==> config.mk <==
export PLATFORM = sky130hd
export DESIGN_NAME = multicycle_ctrl
export DESIGN_NICKNAME = d
export VERILOG_FILES = /design/src/rtl/ctrl_pkg.sv /design/src/rtl/instr_decode.sv /design/src/rtl/multicycle_ctrl.sv
export SDC_FILE = /design/constraint.sdc
export NUM_CORES = 1
export LEC_CHECK = 0
export BUFFER_PORTS_ARGS = -buffer_cell sky130_fd_sc_hd__buf_4
export CORE_ASPECT_RATIO = 0.7
export CORE_MARGIN = 3
export CORE_UTILIZATION = 56
export DETAILED_ROUTE_END_ITERATION = 7
export GPL_TIMING_DRIVEN = 0
export PLACE_DENSITY_LB_ADDON = 0.08
export SLEW_MARGIN = 40
export SYNTH_ARGS = -nofsm -noshare
export SYNTH_HDL_FRONTEND = slang
export SYNTH_SLANG_ARGS = --single-unit
export TNS_END_PERCENT = 10
==> constraint.sdc <==
create_clock -name clk -period 6.1 [get_ports clk]
set_input_delay 1.525 -clock clk [delete_from_list [all_inputs] [get_ports clk]]
set_output_delay 1.525 -clock clk [all_outputs]
set_load 0.02 [all_outputs]
==> src/rtl/ctrl_pkg.sv <==
// ----------------------------------------------------------------------------
// ctrl_pkg
// Shared definitions for the multicycle controller. It holds the FSM state
// codes, the opcode and funct constants, the datapath select encodings, the
// one-hot instruction class and the per-class datapath select table.
// ----------------------------------------------------------------------------
package ctrl_pkg;

  localparam int unsigned OP_W    = 6;
  localparam int unsigned FUNCT_W = 6;
  localparam int unsigned STATE_W = 3;
  localparam int unsigned NPC_W   = 3;
  localparam int unsigned ALU_W   = 4;
  localparam int unsigned SEL_W   = 2;
  localparam int unsigned CNT_W   = 32;

  // FSM states. Codes 5-7 are unused and recover to S_FETCH.
  typedef enum logic [STATE_W-1:0] {
    S_FETCH  = 3'd0,
    S_DECODE = 3'd1,
    S_EXE    = 3'd2,
    S_MEM    = 3'd3,
    S_WB     = 3'd4
  } state_e;

  // Primary opcodes taken from instr[31:26].
  localparam logic [OP_W-1:0] OP_RTYPE = 6'h00;
  localparam logic [OP_W-1:0] OP_JAL   = 6'h03;
  localparam logic [OP_W-1:0] OP_BEQ   = 6'h04;
  localparam logic [OP_W-1:0] OP_ORI   = 6'h0D;
  localparam logic [OP_W-1:0] OP_LUI   = 6'h0F;
  localparam logic [OP_W-1:0] OP_LW    = 6'h23;
  localparam logic [OP_W-1:0] OP_SW    = 6'h2B;

  // R-type funct codes taken from instr[5:0].
  localparam logic [FUNCT_W-1:0] FN_JR   = 6'h08;
  localparam logic [FUNCT_W-1:0] FN_ADDU = 6'h21;
  localparam logic [FUNCT_W-1:0] FN_SUBU = 6'h23;

  // Next-PC select.
  localparam logic [NPC_W-1:0] NPC_PC4 = 3'd0;
  localparam logic [NPC_W-1:0] NPC_BEQ = 3'd1;
  localparam logic [NPC_W-1:0] NPC_JAL = 3'd2;
  localparam logic [NPC_W-1:0] NPC_JR  = 3'd3;

  // ALU operation.
  localparam logic [ALU_W-1:0] ALU_ADD = 4'd0;
  localparam logic [ALU_W-1:0] ALU_SUB = 4'd1;
  localparam logic [ALU_W-1:0] ALU_OR  = 4'd2;
  localparam logic [ALU_W-1:0] ALU_LUI = 4'd3;

  // ALU B-operand select.
  localparam logic [SEL_W-1:0] BSEL_RT  = 2'd0;
  localparam logic [SEL_W-1:0] BSEL_IMM = 2'd1;

  // Immediate extension mode.
  localparam logic EXT_SIGN = 1'b0;
  localparam logic EXT_ZERO = 1'b1;

  // Register-file write address select.
  localparam logic [SEL_W-1:0] A3_RD = 2'd0;
  localparam logic [SEL_W-1:0] A3_RT = 2'd1;
  localparam logic [SEL_W-1:0] A3_RA = 2'd2;

  // Register-file write data select.
  localparam logic [SEL_W-1:0] REG_ALU = 2'd0;
  localparam logic [SEL_W-1:0] REG_MEM = 2'd1;
  localparam logic [SEL_W-1:0] REG_PC4 = 2'd2;

  // One-hot instruction class. Exactly one bit is set for any opcode/funct.
  typedef struct packed {
    logic illegal;
    logic jal;
    logic lui;
    logic beq;
    logic sw;
    logic lw;
    logic ori;
    logic jr;
    logic subu;
    logic addu;
  } instr_t;

  // Datapath selects that follow the decoded instruction outside FETCH.
  typedef struct packed {
    logic [ALU_W-1:0] alu_op;
    logic [SEL_W-1:0] b_op;
    logic             zero_ext;
    logic [SEL_W-1:0] a3_op;
    logic [SEL_W-1:0] reg_op;
  } dp_sel_t;

  // Per-class datapath selects. Illegal, jr and anything unlisted keep
  // the all-zero defaults.
  function automatic dp_sel_t dp_sel_of(input instr_t cls);
    dp_sel_t sel;
    sel.alu_op   = ALU_ADD;
    sel.b_op     = BSEL_RT;
    sel.zero_ext = EXT_SIGN;
    sel.a3_op    = A3_RD;
    sel.reg_op   = REG_ALU;
    if (cls.subu || cls.beq) begin
      sel.alu_op = ALU_SUB;
    end
    if (cls.ori) begin
      sel.alu_op   = ALU_OR;
      sel.b_op     = BSEL_IMM;
      sel.zero_ext = EXT_ZERO;
      sel.a3_op    = A3_RT;
    end
    if (cls.lui) begin
      sel.alu_op = ALU_LUI;
      sel.b_op   = BSEL_IMM;
      sel.a3_op  = A3_RT;
    end
    if (cls.lw) begin
      sel.b_op   = BSEL_IMM;
      sel.a3_op  = A3_RT;
      sel.reg_op = REG_MEM;
    end
    if (cls.sw) begin
      sel.b_op = BSEL_IMM;
    end
    if (cls.jal) begin
      sel.a3_op  = A3_RA;
      sel.reg_op = REG_PC4;
    end
    return sel;
  endfunction

endpackage

==> src/rtl/instr_decode.sv <==
// ----------------------------------------------------------------------------
// instr_decode
// This is a purely combinational decoder. It maps an opcode and funct pair to
// a one-hot instruction class. Any encoding that is not recognised sets the
// illegal bit.
// Ports:
//   opcode_i  in  6   instr[31:26]
//   funct_i   in  6   instr[5:0], used only when the opcode is R-type
//   cls_o     out     one-hot instruction class (instr_t)
// ----------------------------------------------------------------------------
module instr_decode
  import ctrl_pkg::*;
(
  input  logic [OP_W-1:0]    opcode_i,
  input  logic [FUNCT_W-1:0] funct_i,
  output instr_t             cls_o
);

  always_comb begin
    cls_o = '0;
    case (opcode_i)
      OP_RTYPE: begin
        case (funct_i)
          FN_ADDU: cls_o.addu    = 1'b1;
          FN_SUBU: cls_o.subu    = 1'b1;
          FN_JR:   cls_o.jr      = 1'b1;
          default: cls_o.illegal = 1'b1;
        endcase
      end
      OP_ORI:  cls_o.ori     = 1'b1;
      OP_LW:   cls_o.lw      = 1'b1;
      OP_SW:   cls_o.sw      = 1'b1;
      OP_BEQ:  cls_o.beq     = 1'b1;
      OP_LUI:  cls_o.lui     = 1'b1;
      OP_JAL:  cls_o.jal     = 1'b1;
      default: cls_o.illegal = 1'b1;
    endcase
  end

endmodule

==> src/rtl/multicycle_ctrl.sv <==
// ----------------------------------------------------------------------------
// multicycle_ctrl
// This is the control FSM for a multicycle MIPS-subset datapath. The states are
// FETCH, DECODE, EXE, MEM and WB. The controller drives the write enables and
// the datapath selects as functions of the current state and of the decoded IR.
// It also counts retired instructions.
// Ports:
//   clk, reset      rising-edge clock, synchronous active-high reset
//   opcode, funct   IR fields from the datapath
//   PCWrite/IRWrite/RegWrite/MemWrite   write enables
//   NPCOp           next-PC select
//   ZeroEXT, A1op, A2op, A3op, REGop, REGorMEM, ALU_Aop, ALU_Bop, ALUOp
//                   datapath selects
//   state           current FSM state
//   instr_done      retire pulse, identical to PCWrite
//   retired         retired-instruction counter, wraps at 2^32
// ----------------------------------------------------------------------------
module multicycle_ctrl
  import ctrl_pkg::*;
(
  input  logic               clk,
  input  logic               reset,
  input  logic [OP_W-1:0]    opcode,
  input  logic [FUNCT_W-1:0] funct,
  output logic               PCWrite,
  output logic               IRWrite,
  output logic [NPC_W-1:0]   NPCOp,
  output logic               ZeroEXT,
  output logic [SEL_W-1:0]   A1op,
  output logic               A2op,
  output logic [SEL_W-1:0]   A3op,
  output logic [SEL_W-1:0]   REGop,
  output logic               REGorMEM,
  output logic               RegWrite,
  output logic               MemWrite,
  output logic               ALU_Aop,
  output logic [SEL_W-1:0]   ALU_Bop,
  output logic [ALU_W-1:0]   ALUOp,
  output logic [STATE_W-1:0] state,
  output logic               instr_done,
  output logic [CNT_W-1:0]   retired
);

  state_e           state_q;
  state_e           state_d;
  logic [CNT_W-1:0] retired_q;
  instr_t           cls;
  dp_sel_t          sel;

  instr_decode u_instr_decode (
    .opcode_i (opcode),
    .funct_i  (funct),
    .cls_o    (cls)
  );

  assign sel = dp_sel_of(cls);

  // State register.
  always_ff @(posedge clk) begin
    if (reset) begin
      state_q <= S_FETCH;
    end else begin
      state_q <= state_d;
    end
  end

  // Next-state logic. Unused codes fall back to FETCH.
  always_comb begin
    state_d = S_FETCH;
    case (state_q)
      S_FETCH:  state_d = S_DECODE;
      S_DECODE: state_d = cls.illegal ? S_FETCH : S_EXE;
      S_EXE: begin
        if (cls.lw || cls.sw) begin
          state_d = S_MEM;
        end else if (cls.addu || cls.subu || cls.ori || cls.lui || cls.jal) begin
          state_d = S_WB;
        end else begin
          state_d = S_FETCH;
        end
      end
      S_MEM:    state_d = cls.lw ? S_WB : S_FETCH;
      S_WB:     state_d = S_FETCH;
      default:  state_d = S_FETCH;
    endcase
  end

  // Output logic. The datapath selects follow the decoded instruction in
  // every state except FETCH. The write enables depend on the state.
  always_comb begin
    PCWrite  = 1'b0;
    IRWrite  = 1'b0;
    RegWrite = 1'b0;
    MemWrite = 1'b0;
    NPCOp    = NPC_PC4;
    ALUOp    = ALU_ADD;
    ALU_Bop  = BSEL_RT;
    ZeroEXT  = EXT_SIGN;
    A3op     = A3_RD;
    REGop    = REG_ALU;

    if (state_q inside {S_DECODE, S_EXE, S_MEM, S_WB}) begin
      ALUOp   = sel.alu_op;
      ALU_Bop = sel.b_op;
      ZeroEXT = sel.zero_ext;
      A3op    = sel.a3_op;
      REGop   = sel.reg_op;
    end

    case (state_q)
      S_FETCH: IRWrite = 1'b1;
      S_DECODE: begin
        // An illegal instruction retires as a nop by stepping the PC.
        if (cls.illegal) begin
          PCWrite = 1'b1;
          NPCOp   = NPC_PC4;
        end
      end
      S_EXE: begin
        if (cls.beq) begin
          PCWrite = 1'b1;
          NPCOp   = NPC_BEQ;
          ALUOp   = ALU_SUB;
        end else if (cls.jr) begin
          PCWrite = 1'b1;
          NPCOp   = NPC_JR;
        end
      end
      S_MEM: begin
        if (cls.sw) begin
          MemWrite = 1'b1;
          PCWrite  = 1'b1;
          NPCOp    = NPC_PC4;
        end
      end
      S_WB: begin
        RegWrite = 1'b1;
        PCWrite  = 1'b1;
        NPCOp    = cls.jal ? NPC_JAL : NPC_PC4;
      end
      default: ;
    endcase
  end

  // Count retired instructions. An instruction retires on the edge that ends
  // its PCWrite cycle.
  always_ff @(posedge clk) begin
    if (reset) begin
      retired_q <= '0;
    end else if (PCWrite) begin
      retired_q <= retired_q + CNT_W'(1);
    end
  end

  assign A1op       = 2'd0;
  assign A2op       = 1'b0;
  assign ALU_Aop    = 1'b0;
  assign REGorMEM   = (REGop == REG_MEM);
  assign instr_done = PCWrite;
  assign state      = state_q;
  assign retired    = retired_q;

endmodule

==> results.json, run 1 <==
{
  "min-delay-start": "retired[1]",
  "worst_r2r_path_depth": 7,
  "grt_max_degree": 11,
  "post-route-drc-count": 0,
  "share_of_async_settable_or_async_resettable_flops_after_synthesis_pct": 0,
  "slew_at_the_pin_closest_to_its_max_slew_limit_ps": 703.4,
  "synth_most_common_cell": "nor2_1",
  "report.final.hold_viol_count": 0,
  "cap_viol_max_count": 0,
  "reg2reg_from": "state[0]",
  "cp_cell_sequence": "buf_4, nor4b_2, o21ai_0, a31o_2, o21ai_1, buf_2, nand2_1, buf_4, buf_4",
  "die_width_um": 85.26,
  "cts.repair.resized": 0,
  "ys_seq_area_share_pct": 28.46,
  "postCtsSetupRepairBufs": 0,
  "drtAntennaViolNets": 0,
  "finalSetupViolations": 0,
  "cts_hold_repair.buffers": 0,
  "cts-root-to-sink-buffers": 2,
  "diodes": 0,
  "busiest_layer": "met2",
  "synthesis.yosys.warnings": 0,
  "netlist-cell-type-count": 51,
  "min_path_cells": 2,
  "yosys_most_used_dff": "dfxtp_1",
  "placed_cell_count": 420,
  "number_of_rows_created_at_floorplan": 19,
  "route.detailed.wl_per_inst_um": 14.90,
  "power.ir.vdd_worst_mv": 0.1431,
  "port_buffers": 62,
  "dieHeight_um": 61.48,
  "cp_data_required_time_ps": 4580,
  "regToRegSetupSlack_ps": 3260,
  "placeableCoreArea_sq_um": 4065,
  "clock-skew-final_ps": 9.663,
  "status": "completed",
  "vias": 2408,
  "worst_hold_path.endpoint": "retired[1]",
  "yosys_register_bits": 35,
  "pwrdens_nw_per_um2": 160.3,
  "place_congestion": 0.7748,
  "postSynthAreaPerCell_sq_um": 8.235,
  "hold_ws_ps": 522.5,
  "critical_path_arrival_ps": 3460,
  "critical_path.most_common_cell": "buf_4",
  "rsz0062_at_grt": "no",
  "fmax_ghz": 0.2008,
  "worst-setup-path-type": "in -> out",
  "worstSkewPairLatency_ps": 290,
  "cts_inserted_buffers": 5,
  "dieArea_sq_um": 5241,
  "root_buffer": "clkbuf_8",
  "final_layout_size_suffix_gt1_share_pct": 29.07,
  "grt.met2_usage_pct": 37.39,
  "finalNonFillerCells": 427,
  "avgViaCountPerCell": 5.639,
  "io_pins": 73,
  "post_synth_edffs": 0,
  "cts_htree_levels": 2,
  "met3_layer_usage_reported_by_global_route_pct": 6.150,
  "netlist_instances": 299,
  "hp-class": "reg -> reg",
  "slew_headroom_pct": 52.94,
  "worst_path_largest_cell_delay_ps": 340,
  "detail_route.iter0.violations": 213,
  "netlist_top_cells_count": "nor2_1 (38), dfxtp_1 (35), nor2b_1 (29)",
  "cts.clk_slew.worst_paths_ps": 60,
  "routed_wirelength_um": 6361,
  "global_route_usage_over_all_layers_pct": 25.07,
  "dp_hpwl_um": 4788,
  "synth.largest_area_cell": "dfxtp_1",
  "start_util_pct": 60.57,
  "grt_pass1_vias": 2160,
  "drtPass1Iterations": 5,
  "period_share_pct": 81.65,
  "timing.critical_path.fanout_max": 10,
  "layout-area-overhead-vs-synth_pct": 26.78,
  "post-route-min-period_ps": 4980,
  "globalRoute.totalOverflow": 0,
  "tritoncts_num_sinks": 35,
  "gr-usage-met1_pct": 36.35,
  "grt_pass1_wl_um": 10470,
  "total_power_uw": 500.5,
  "reg2reg_to": "retired[31]",
  "critPathCaptureType": "output port",
  "worstSetupStartpointType": "input port",
  "cts_tree": "done",
  "synth.cell_area_sq_um": 2462,
  "maxSlewViolCount": 0,
  "fin_nets": 390,
  "fillCellCount": 321,
  "leakagePower_nw": 1.430,
  "synth.top_cells.by_area": "dfxtp_1 (28%), mux2_1 (11%), nor2b_1 (7.4%), nor2_1 (5.8%), and3_1 (3.8%)",
  "cp_slowest_cell": "o21ai_1",
  "timing.setup.tns_ps": 0,
  "synth_top_cell_area_share_pct": 28.46,
  "antenna_found_initial": 0
}
-- cell families after synthesis --
| group | Yosys count | synth area share [%] |
|---|---|---|
| AOI/OAI and AO/OA | 51 | 15.24 |
| xor gates and xnor gates | 2 | 0.7115 |
| adders and majority gates | 1 | 0.5080 |
| buffers and inverters | 31 | 7.469 |
| DFF | 35 | 28.46 |
| muxes | 30 | 13.67 |
| other | 1 | 0.1523 |
| and+or+nand+nor | 148 | 33.79 |
-- where the power goes --
group / leakage [nW] / internal, mW / total [mW] / switching [mW]
logic: 1.10 / 0.0259 / 0.0684 / 0.0425
clock network: 0.0513 / 0.120 / 0.200 / 0.0806
registers: 0.282 / 0.230 / 0.232 / 0.00164
-- metrics by stage --
stage / util, % / area [sq um] / worst slack [ps]
2_1_floorplan: - / 2489 / 1526
3_3_place_gp: 74.27 / 3019 / 1178
3_5_place_dp: 74.27 / 3019 / 1164
4_1_cts: 76.79 / 3122 / 1160
5_1_grt: 76.79 / 3122 / 915.4
6_report: 76.79 / 3122 / 1120
-- metal layers --
metal  up-vias  routed length (um)
met1      1102                3020
met2       104                2668
met5         -                   0
met4         0                  59
met3        10                 612
li1       1192                   -
-- flip-flops by register name (all words and copies together), names as in the netlist --
register / flops
state: 3
retired: 32
-- worst max-delay path by stage --
stage / cells past startpoint / slack (ps) / startpoint / end
final: 9 / 1120 / funct[1] / instr_done
after global placement: 9 / 1180 / funct[1] / instr_done
after CTS: 9 / 1160 / funct[1] / instr_done
after floorplan: 7 / 1530 / funct[1] / instr_done
after global routing: 9 / 920 / funct[1] / instr_done
after detailed placement: 9 / 1160 / funct[1] / instr_done
-- critical path, delay by kind of cell --
family | cells | cell delay [ps]
AOI/OAI and AO/OA | 3 | 780
buffers and inverters | 4 | 720
and+or+nand+nor | 2 | 430
-- cells in the final DEF (no fill, tap or decap), types with 3 or more instances in the layout --
master    instances
mux2_2            5
buf_2             3
nor2_1           38
nor3_1            9
nand4_1           5
a21oi_2           8
conb_1            8
buf_4            73
nor2b_1          29
and4_1            4
clkbuf_8          5
nand2_1          15
buf_6             3
nand3_1          15
a21oi_1          16
and3_1           15
mux2_1           24
inv_1             4
clkbuf_1         11
a21boi_1          3
o21ai_0           5
dfxtp_1          35
-- final cells by class --
| class | instances | area [sq um] | area share (%) |
|---|---|---|---|
| tap | 52 | 65.06 | 2.084 |
| multi-input combinational | 240 | 1604 | 51.38 |
| clock inverter | 1 | 30.03 | 0.9619 |
| timing repair buffer | 62 | 465.4 | 14.91 |
| clock buffer | 6 | 72.57 | 2.325 |
| sequential | 35 | 700.7 | 22.44 |
| inverter | 4 | 15.01 | 0.4810 |
| buffer | 27 | 168.9 | 5.411 |
(Power assumes the default switching activity.)
==> run 2: changes to the inputs <==
- ABC_AREA: not set -> 1
- CORE_UTILIZATION: 56 -> 54
- clock period: 6.1 -> 4.9 ns (I/O delays scaled with it)
==> run 2 against run 1 <==
Design area is 12% higher. First-iteration DRC count is 10% higher. Die area is 16% higher. Synthesized cell count is 47% higher. Clock power is 38% higher. Sequential share of layout area is 2.3 points lower. Sequential cell count stayed put. Register-to-register slack worse by 510 ps. Power is 32% higher. Critical path type unchanged. Utilization is 5.5 points lower. Synthesized area is 13% higher.
==> results.json, run 2 <==
{
  "fillCellCount": 457,
  "final_layout_size_suffix_gt1_share_pct": 25.48,
  "detail_route.iter0.violations": 235,
  "p_seq_share_pct": 43.9,
  "fin_nets": 532,
  "power.switching_uw": 172.4,
  "internal_power_uw": 487.4,
  "power_switching_share_pct": 26.13,
  "netlist_instances": 440,
  "place_congestion": 0.9909,
  "synth.cell_area_sq_um": 2783,
  "slew_at_the_pin_closest_to_its_max_slew_limit_ps": 716.2,
  "start_util_pct": 56.94,
  "cap_viol_max_count": 0,
  "post-route-min-period_ps": 3936,
  "hp-class": "reg -> reg",
  "drtPass1Iterations": 5,
  "power.ir.vdd_worst_mv": 0.1187,
  "dp_hpwl_um": 6255,
  "dieHeight_um": 66.06,
  "worstSetupStartpointType": "input port",
  "route.detailed.wl_per_inst_um": 13.28,
  "share_of_async_settable_or_async_resettable_flops_after_synthesis_pct": 0,
  "cts_htree_levels": 2,
  "worst-setup-path-type": "in -> out",
  "yosys_register_bits": 35,
  "postCtsSetupRepairBufs": 0,
  "mostFrequentLayoutCell": "nand2_1",
  "post-route-drc-count": 0,
  "cp_data_required_time_ps": 3670,
  "pre_cts_ws_ps": 975.1,
  "tritoncts_num_sinks": 35,
  "antenna_found_initial": 0,
  "die_width_um": 91.80,
  "synthesis.yosys.warnings": 0,
  "post-route-worst-setup-slack_ps": 963.8,
  "leakagePower_nw": 1.458,
  "vias": 3085,
  "rsz0062_at_grt": "no",
  "drtAntennaViolNets": 0,
  "finalCoreUtilization_pct": 71.33,
  "grt_max_degree": 12,
  "hold_ws_ps": 525.9,
  "layout-area-overhead-vs-synth_pct": 25.27,
  "yosys_most_used_dff": "dfxtp_1",
  "synth.largest_area_cell": "dfxtp_1",
  "timing.setup.tns_ps": 0,
  "final_cell_mix": "nand2_1 (133), buf_4 (73), nor2_1 (50), inv_1 (44), nand3_1 (38)",
  "largest_register_ff_count": 32,
  "avgViaCountPerCell": 5.256,
  "cts_inserted_buffers": 5,
  "synth.top_cells.by_area": "dfxtp_1 (25%), nand2_1 (18%), nand3_1 (6.8%), nor2_1 (6.7%), inv_1 (5.9%)",
  "report.final.hold_viol_count": 0,
  "clock-skew-final_ps": 5.595,
  "timing.critical_path.fanout_max": 11,
  "combPwrFrac_pct": 14.2,
  "root_buffer": "clkbuf_8",
  "period_share_pct": 80.33,
  "cts_tree": "done",
  "post_synth_edffs": 0,
  "grt_pass1_wl_um": 12990,
  "globalRoute.totalOverflow": 0,
  "synth_most_common_cell": "nand2_1",
  "ys_seq_area_share_pct": 25.18,
  "number_of_rows_created_at_floorplan": 21,
  "netlist-cell-type-count": 30,
  "cts.clk_slew.worst_paths_ps": 80,
  "final_design_area_no_fill_sq_um": 3486,
  "io_pins": 73,
  "clock_power_share_pct": 41.9,
  "diodes": 0,
  "critPathCaptureType": "output port",
  "placeableCoreArea_sq_um": 4887,
  "cts-root-to-sink-buffers": 2,
  "place_area_sq_um": 3368,
  "cts_hold_repair.buffers": 0,
  "pwrdens_nw_per_um2": 189.3,
  "port_buffers": 63,
  "maxSlewViolCount": 0,
  "routed_wirelength_um": 7796,
  "finalSetupViolations": 0,
  "netlist_top_cells_count": "nand2_1 (133), nor2_1 (50), inv_1 (44)",
  "critical_path_arrival_ps": 2710,
  "dieArea_sq_um": 6064,
  "cts.repair.resized": 0,
  "slew_headroom_pct": 52.25,
  "status": "completed",
  "grt_pass1_vias": 2712,
  "fmax_ghz": 0.2541,
  "global_route_usage_over_all_layers_pct": 26.70,
  "synth_top_cell_area_share_pct": 25.18,
  "worstSkewPairLatency_ps": 290,
  "postSynthAreaPerCell_sq_um": 6.324
}
-- run 2: cell types whose count changed in the layout (fill, tap and decap cells not counted), sizes merged, moves of 5 or more --
cell,before,now
nor2,38,56
inv,4,48
nand3,15,50
nand2,15,140
nor3,9,22
a21oi,24,36
a21boi,7,0
xor2,1,13
o21ai,7,2
nor2b,29,0
clkbuf,16,10
mux2,29,0
and3,15,0
-- run 2: cells by family after synthesis --
group / share of synthesized area, %
fa+ha+maj: 0.4496
compound gates: 8.453
buf+inv: 13.35
xor+xnor: 4.721
other cells: 0.1348
flops: 25.18
simple gates: 47.71
-- run 2: through the flow --
stage                     instances  power [mW]
after floorplan                 447      0.3610
after global placement          579      0.3880
after detailed placement        579      0.3899
after CTS                       587      0.6629
after global routing            587      0.6836
final                           587      0.6598
-- run 2: final timing paths --
check,from,endpoint,slack (ps),cells after the start
setup / recovery,opcode[4],instr_done,960,12
hold / removal,retired[1],retired[1],530,2
setup reg to reg,retired[0],retired[16],2750,8
hold reg to reg,retired[1],retired[1],530,2
-- run 2: power groups by stage --
| stage | Clock, mW | Sequential (mW) | Combinational [mW] |
|---|---|---|---|
| floorplan | 0 | 0.298 | 0.0626 |
| global placement | 0 | 0.296 | 0.0917 |
| CTS | 0.280 | 0.290 | 0.0935 |
| finish | 0.276 | 0.290 | 0.0937 |
| global route | 0.291 | 0.290 | 0.102 |
| detailed placement | 0 | 0.296 | 0.0934 |
-- run 2: layer usage --
metal	track usage (%)	wire, um	vias up
li1	-	-	1548
met1	38.27	3653	1395
met2	41.49	3415	128
met3	3.982	596	14
met4	8.148	131	0
met5	0	0	-
-- run 2: area by class of cell --
class	instances	area [sq um]	area share, %
multi-input combinational	341	1737	49.82
clock buffer	6	82.58	2.369
clock inverter	2	35.03	1.005
buffer	23	191.4	5.492
sequential	35	700.7	20.10
timing repair buffer	63	473.0	13.57
inverter	48	180.2	5.169
tap	69	86.33	2.477
-- run 2: critical path: stages --
cell and delay [ps]:
buf_4 120, nor2_2 210, nand3_1 190, nand2_1 140, nor2_2 40, nand2_2 80, nand2_2 70, nand2_4 130
nand2_8 80, buf_6 150, buf_4 120, buf_4 140
